### config.mk
export PLATFORM = sky130hd
export DESIGN_NAME = key_pattern_gen
export DESIGN_NICKNAME = d
export VERILOG_FILES = /design/src/rtl/key_game_pkg.sv /design/src/rtl/key_lfsr.sv /design/src/rtl/key_pattern_gen.sv
export SDC_FILE = /design/constraint.sdc
export NUM_CORES = 1
export LEC_CHECK = 0
export CAP_MARGIN = 20
export CORE_MARGIN = 10
export CORE_UTILIZATION = 40
export CTS_BUF_LIST = sky130_fd_sc_hd__clkbuf_8
export CTS_CLUSTER_DIAMETER = 120
export DETAILED_ROUTE_END_ITERATION = 7
export PLACE_DENSITY = 0.66
export SLEW_MARGIN = 20
export SYNTH_ARGS = -nofsm -noshare
export SYNTH_HDL_FRONTEND = slang
export SYNTH_SLANG_ARGS = --single-unit
export TNS_END_PERCENT = 30
### constraint.sdc
create_clock -name clk -period 2.8 [get_ports clk]
set_input_delay 0.56 -clock clk [delete_from_list [all_inputs] [get_ports clk]]
set_output_delay 0.56 -clock clk [all_outputs]
set_load 0.03 [all_outputs]
### src/rtl/key_game_pkg.sv
// Shared types and constants for the key-hit game blocks.
package key_game_pkg;

  localparam int CNT_W  = 26;
  localparam int KEY_W  = 4;
  localparam int LFSR_W = 8;
  localparam int RND_W  = 6;

  typedef enum logic [1:0] {
    IDLE = 2'd0,
    PLAY = 2'd1,
    DONE = 2'd2
  } state_e;

  // Judge sample points within a round
  localparam logic [CNT_W-1:0] HIT_AT     = 26'd3900000;
  localparam logic [CNT_W-1:0] MISS_AT    = 26'd2000000;
  localparam logic [CNT_W-1:0] PERIOD_DEF = 26'd4000000;
  localparam logic [RND_W-1:0] ROUNDS_DEF = 6'd30;
  localparam logic [LFSR_W-1:0] SEED_DEF  = 8'hA5;

  function automatic logic [KEY_W-1:0] key_onehot(input logic [1:0] sel);
    return 4'b0001 << sel;
  endfunction

  function automatic logic [KEY_W-1:0] key_rotl(input logic [KEY_W-1:0] k);
    return {k[KEY_W-2:0], k[KEY_W-1]};
  endfunction

endpackage

### src/rtl/key_lfsr.sv
// 8-bit Fibonacci LFSR (taps 8,6,5,4) advancing only on step, with the
// one-hot key derived from its two low bits.
module key_lfsr
  import key_game_pkg::*;
#(
  parameter logic [LFSR_W-1:0] SEED = SEED_DEF
) (
  input  logic             clk,
  input  logic             rst_n,
  input  logic             step,
  output logic [KEY_W-1:0] key_raw
);

  logic [LFSR_W-1:0] lfsr_q;
  logic [LFSR_W-1:0] lfsr_d;
  logic              fb;

  always_comb begin
    fb     = lfsr_q[7] ^ lfsr_q[5] ^ lfsr_q[4] ^ lfsr_q[3];
    lfsr_d = lfsr_q;
    if (step) begin
      lfsr_d = {lfsr_q[LFSR_W-2:0], fb};
    end
    key_raw = key_onehot(lfsr_q[1:0]);
  end

  always_ff @(posedge clk or negedge rst_n) begin
    if (!rst_n) begin
      lfsr_q <= SEED;
    end else begin
      lfsr_q <= lfsr_d;
    end
  end

endmodule

### src/rtl/key_pattern_gen.sv
// Round sequencer for the key-hit game: beat counter, target key, finish flag.
// Optional KEY_NOREPEAT_EN forbids the same key in consecutive rounds.
module key_pattern_gen
  import key_game_pkg::*;
#(
  parameter logic [CNT_W-1:0]  PERIOD = PERIOD_DEF,
  parameter logic [RND_W-1:0]  ROUNDS = ROUNDS_DEF,
  parameter logic [LFSR_W-1:0] SEED   = SEED_DEF
) (
  input  logic             clk,
  input  logic             rst_n,
  input  logic             start,
  output logic [CNT_W-1:0] cnt,
  output logic [KEY_W-1:0] key_random,
  output logic             finish,
  output logic [RND_W-1:0] round
);

  state_e           state_q, state_d;
  logic [CNT_W-1:0] cnt_q, cnt_d;
  logic [KEY_W-1:0] key_q, key_d;
  logic             finish_q, finish_d;
  logic [RND_W-1:0] round_q, round_d;
  logic             start_d_q, start_d_d;
  logic             seen_low_q, seen_low_d;
  logic             start_edge_q, start_edge_d;
  logic             lfsr_step;
  logic [KEY_W-1:0] key_raw;
  logic [KEY_W-1:0] key_next;

  key_lfsr #(
    .SEED(SEED)
  ) u_lfsr (
    .clk    (clk),
    .rst_n  (rst_n),
    .step   (lfsr_step),
    .key_raw(key_raw)
  );

`ifdef KEY_NOREPEAT_EN
  logic [KEY_W-1:0] key_prev;

  // Outside PLAY key_q is always zero, so a game's first key never rotates
  always_comb begin
    key_prev = (state_q == PLAY) ? key_q : '0;
    key_next = (key_raw == key_prev) ? key_rotl(key_raw) : key_raw;
  end
`else
  always_comb begin
    key_next = key_raw;
  end
`endif

  // A level held through reset must drop once before it can start a game
  always_comb begin
    start_d_d    = start;
    seen_low_d   = seen_low_q | ~start;
    start_edge_d = start & ~start_d_q & seen_low_q;
  end

  always_comb begin
    state_d   = state_q;
    cnt_d     = cnt_q;
    key_d     = key_q;
    finish_d  = finish_q;
    round_d   = round_q;
    lfsr_step = 1'b0;
    unique case (state_q)
      IDLE, DONE: begin
        if (start_edge_q) begin
          state_d   = PLAY;
          cnt_d     = '0;
          round_d   = '0;
          finish_d  = 1'b0;
          key_d     = key_next;
          lfsr_step = 1'b1;
        end
      end
      PLAY: begin
        if (cnt_q == PERIOD - 26'd1) begin
          cnt_d = '0;
          if (round_q < ROUNDS - 6'd1) begin
            round_d   = round_q + 6'd1;
            key_d     = key_next;
            lfsr_step = 1'b1;
          end else begin
            state_d  = DONE;
            key_d    = '0;
            finish_d = 1'b1;
          end
        end else begin
          cnt_d = cnt_q + 26'd1;
        end
      end
      default: begin
        state_d  = IDLE;
        cnt_d    = '0;
        key_d    = '0;
        finish_d = 1'b1;
        round_d  = '0;
      end
    endcase
  end

  always_ff @(posedge clk or negedge rst_n) begin
    if (!rst_n) begin
      state_q      <= IDLE;
      cnt_q        <= '0;
      key_q        <= '0;
      finish_q     <= 1'b1;
      round_q      <= '0;
      start_d_q    <= 1'b0;
      seen_low_q   <= 1'b0;
      start_edge_q <= 1'b0;
    end else begin
      state_q      <= state_d;
      cnt_q        <= cnt_d;
      key_q        <= key_d;
      finish_q     <= finish_d;
      round_q      <= round_d;
      start_d_q    <= start_d_d;
      seen_low_q   <= seen_low_d;
      start_edge_q <= start_edge_d;
    end
  end

  assign cnt        = cnt_q;
  assign key_random = key_q;
  assign finish     = finish_q;
  assign round      = round_q;

endmodule
==> results.md <==
- Remaining max-slew budget at the tightest pin: between 60% and 70%
- Startpoint of the worst setup timing path: cnt[12]
- Quantity of hold-fixing buffers added after cts: 0
- Count of boundary I/O pins: 40
- Critical Path Max Stage Delay: about 0.57 ns
- Largest net degree at the start of global routing: about 50
- Distinct cells, synth: 46
- Worst Reg2Reg Path Length in Cells: 5
- Type of destination of the critical path: flip-flop
- Critical-path maximum fanout: 8
- Std-Cell Core Area: around 6300 um^2
- Clock Skews: roughly 0.0070 ns
- Violation count after the first detailed-routing iteration: roughly 160
- Clock tree root buffer cell: sky130_fd_sc_hd__clkbuf_8
- DIE WIDTH: approximately 100 um
- Minimum period implied by the final worst setup slack: between 2 and 2.5 ns
- Die Ht: approximately 100 um
- Clock latency reported for the late side of the worst-skew pair: ~0.30 ns
- Antenna violations before repair: 0
- Max Root-Sink Buffers: 2
- Post-detailed-route via-to-cell ratio: ~5.5
- Top achievable clock speed: 423 MHz
- Fraction of the mapped netlist area in compound gates: a little over a tenth
- Post-layout total power: ~1.7 mW
- WL per Instance: around 16 um
- Clock-pin slew on the worst setup and hold paths: approximately 0.1 ns
- Terminus of the critical flop-to-flop path: u_lfsr.lfsr_q[1]
- Launching point of the worst reg2reg path: cnt[12]
- Multiplexer fraction of the synthesized cell area: roughly 5.2%
- Async set-or-reset flop fraction in the synthesized netlist: 100%
- Highest-delay cell along the critical path: sky130_fd_sc_hd__or4b_4
- Overall overflow remaining after global route: 0
- Synth area leader: sky130_fd_sc_hd__dfrtp_1
- Top cells by area, synth: sky130_fd_sc_hd__dfrtp_1 (44%), sky130_fd_sc_hd__dfstp_2 (5.1%), sky130_fd_sc_hd__mux2_2 (4.4%)
- Antenna diode count: 0
- Final number of hold-violating endpoints: 0
- Synthesized cell area: ~2600 um^2
- Final count of pins violating max slew: 0
- Clock tree from TritonCTS: done
- Num Clock Sinks: 50
- Worst Setup Path Type: reg -> reg
- Number of input and output port buffers inserted: 39
- Simple-Gate Fraction of Synth Area: 24.1%
- Setup violators final: 0
- Synth Register Bits: 50
- Total leakage power: 1.30 nW
- Final period utilization: a little over four fifths
- Number of H-tree branching levels: 2
- Adder-cell share of the synthesized area: 1.47%
- Post-synthesis sequential area ratio: approximately 49%
- Slew of the pin with the lowest slew margin: slightly below 0.6 ns
- Number of warnings printed during yosys synthesis: 0
- DRC viols: 0
- Reg2reg setup slack: 0.44 ns
- RSZ-0062 raised after global routing: false
- Worst ir drop on vdd: between 0.4 and 0.5 mV
- Cells resized by post-CTS repair: 0
- First-pass DRT Iterations: 4
- Number of synthesized flops with an enable pin: 0
- Max capacitance violation total: 0
- Worst path cell trace: or4b_4 > nor4_4 > nand3_2 > o21ai_4 > mux2_2
- Placer's final routability congestion estimate: between 0.8 and 0.9
- Status: complete, no violations
- Post-synthesis area per instance: between 10 and 15 um^2
- Pwr Density: 531 nW/um^2
- GRT Overall Usage: between 10% and 20%
- Post-synthesis cell count: between 200 and 300
- Main combinational cell family by area after synthesis: simple AND/OR/NAND/NOR gates
- Critical path arrival: roughly 2.6 ns
- Final ANT Viol Nets: 0
- Most used DFF post-synth: sky130_fd_sc_hd__dfrtp_1
- Post-CTS repair timing setup buffer count: 0
- Post-synth net total: 260
- Final WL: just over 6 mm
- Sort of element at the start of the critical path: flip-flop
- Total vias in the final route: roughly 2100
- Number of nets in the layout: between 300 and 400
- Clock buffers created by TritonCTS: 5
- DIE AREA: roughly 10000 um^2
- XOR/XNOR Fraction of Synth Area: slightly below 7%
- Most numerous cell in the Yosys netlist: sky130_fd_sc_hd__dfrtp_1
- Post-DP HPWL: about 4.4 mm
- Area growth from synthesis to layout: 23.5%
- Initial Util: 40.7%
- Ranking of synthesized cells by instance count: sky130_fd_sc_hd__dfrtp_1 (45), sky130_fd_sc_hd__nor2_1 (27), sky130_fd_sc_hd__nand2_1 (21), sky130_fd_sc_hd__nand3_1 (18), sky130_fd_sc_hd__o21ai_0 (16)
- Final-layout setup total negative slack: 0 ns
- Vias in the first global route: around 2000
- Share of the synthesized area in the top cell type: about 44%
- Fraction of final layout cells with drive strength greater than 1: 11.8%
- Class of the tightest hold or removal check: in -> async
- Worst Hold Slack: between 0.2 and 0.25 ns
- Global-route wire length before repair: 10.3 mm
- Row count: 29
- Worst endpoint required time: ~3.0 ns
## registers in the layout, summed over array words and instances (netlist names)
name,cells
cnt,26
u_lfsr.lfsr_q,8
round,6
key_random,4
state_q,2
finish,1
seen_low_q,1
start_d_q,1
start_edge_q,1
## logic make-up (layout without fill, tap and decap cells)
family                   after synthesis  in the layout
flip-flops                            50             50
XOR/XNOR                              20             20
multiplexers                          12             12
buffers and inverters                 14             56
AND/OR/NAND/NOR                      114            114
AO/OA/AOI/OAI                         41             41
adder cells (fa/ha/maj)                3              3
## routing by layer
metal  vias to the layer above  track usage (%)  part of all wire (%)
met3                         6             3.98                   7.1
li1                       1000                -                     -
met4                         0             3.97                   1.3
met1                       995             16.7                    46
met5                         -                0                     0
met2                        56             18.8                    45
## how the worst max path moves through the flow
stage / end / cells after the start
final: u_lfsr.lfsr_q[1] / 5
after global routing: cnt[21] / 7
after CTS: u_lfsr.lfsr_q[1] / 5
after detailed placement: u_lfsr.lfsr_q[1] / 5
after global placement: u_lfsr.lfsr_q[3] / 5
after floorplan: u_lfsr.lfsr_q[1] / 7
## placed cells by master, fill, tap and decap left out, drive strengths merged, types with 6 or more instances in the layout
master          n
xor2           10
nor3            7
nand4           6
and4            8
dfrtp          45
clkdlybuf4s50  38
xnor2          10
nor2           28
o21ai          17
mux2           11
nand2          21
nand3          19
## worst max-delay path: cells and delay by family, from the launching register on
kind,cells,cell delay [ns]
simple gates,3,1.12
flops,1,0.45
mux,1,0.38
compound gates,1,0.31
## per-stage QoR
| stage | cells | setup slack [ns] | area, um^2 | util [%] |
|---|---|---|---|---|
| final | 373 | 0.438 | 3160 | 50.3 |
| after global routing | 373 | 0.296 | 3160 | 50.3 |
| after CTS | 373 | 0.440 | 3160 | 50.3 |
| after detailed placement | 365 | 0.439 | 3040 | 48.5 |
| after global placement | 365 | 0.506 | 3040 | 48.5 |
| after floorplan | 254 | 0.499 | 2560 | - |
## area by class of cell
cell class	count	area [um^2]
fillers	596	3120
flip-flops and latches	50	1260
multi-input cells	190	1240
repair buffers	43	428
well taps	77	96.3
clock buffers	5	68.8
clock inverters	3	45.0
inverters	5	18.8
## where the power goes
part / switching [mW] / leakage [nW] / internal [mW]
Sequential: 0.0768 / 0.650 / 0.769
Combinational: 0.185 / 0.603 / 0.131
Clock: 0.248 / 0.0504 / 0.266
(Power assumes the default switching activity.)
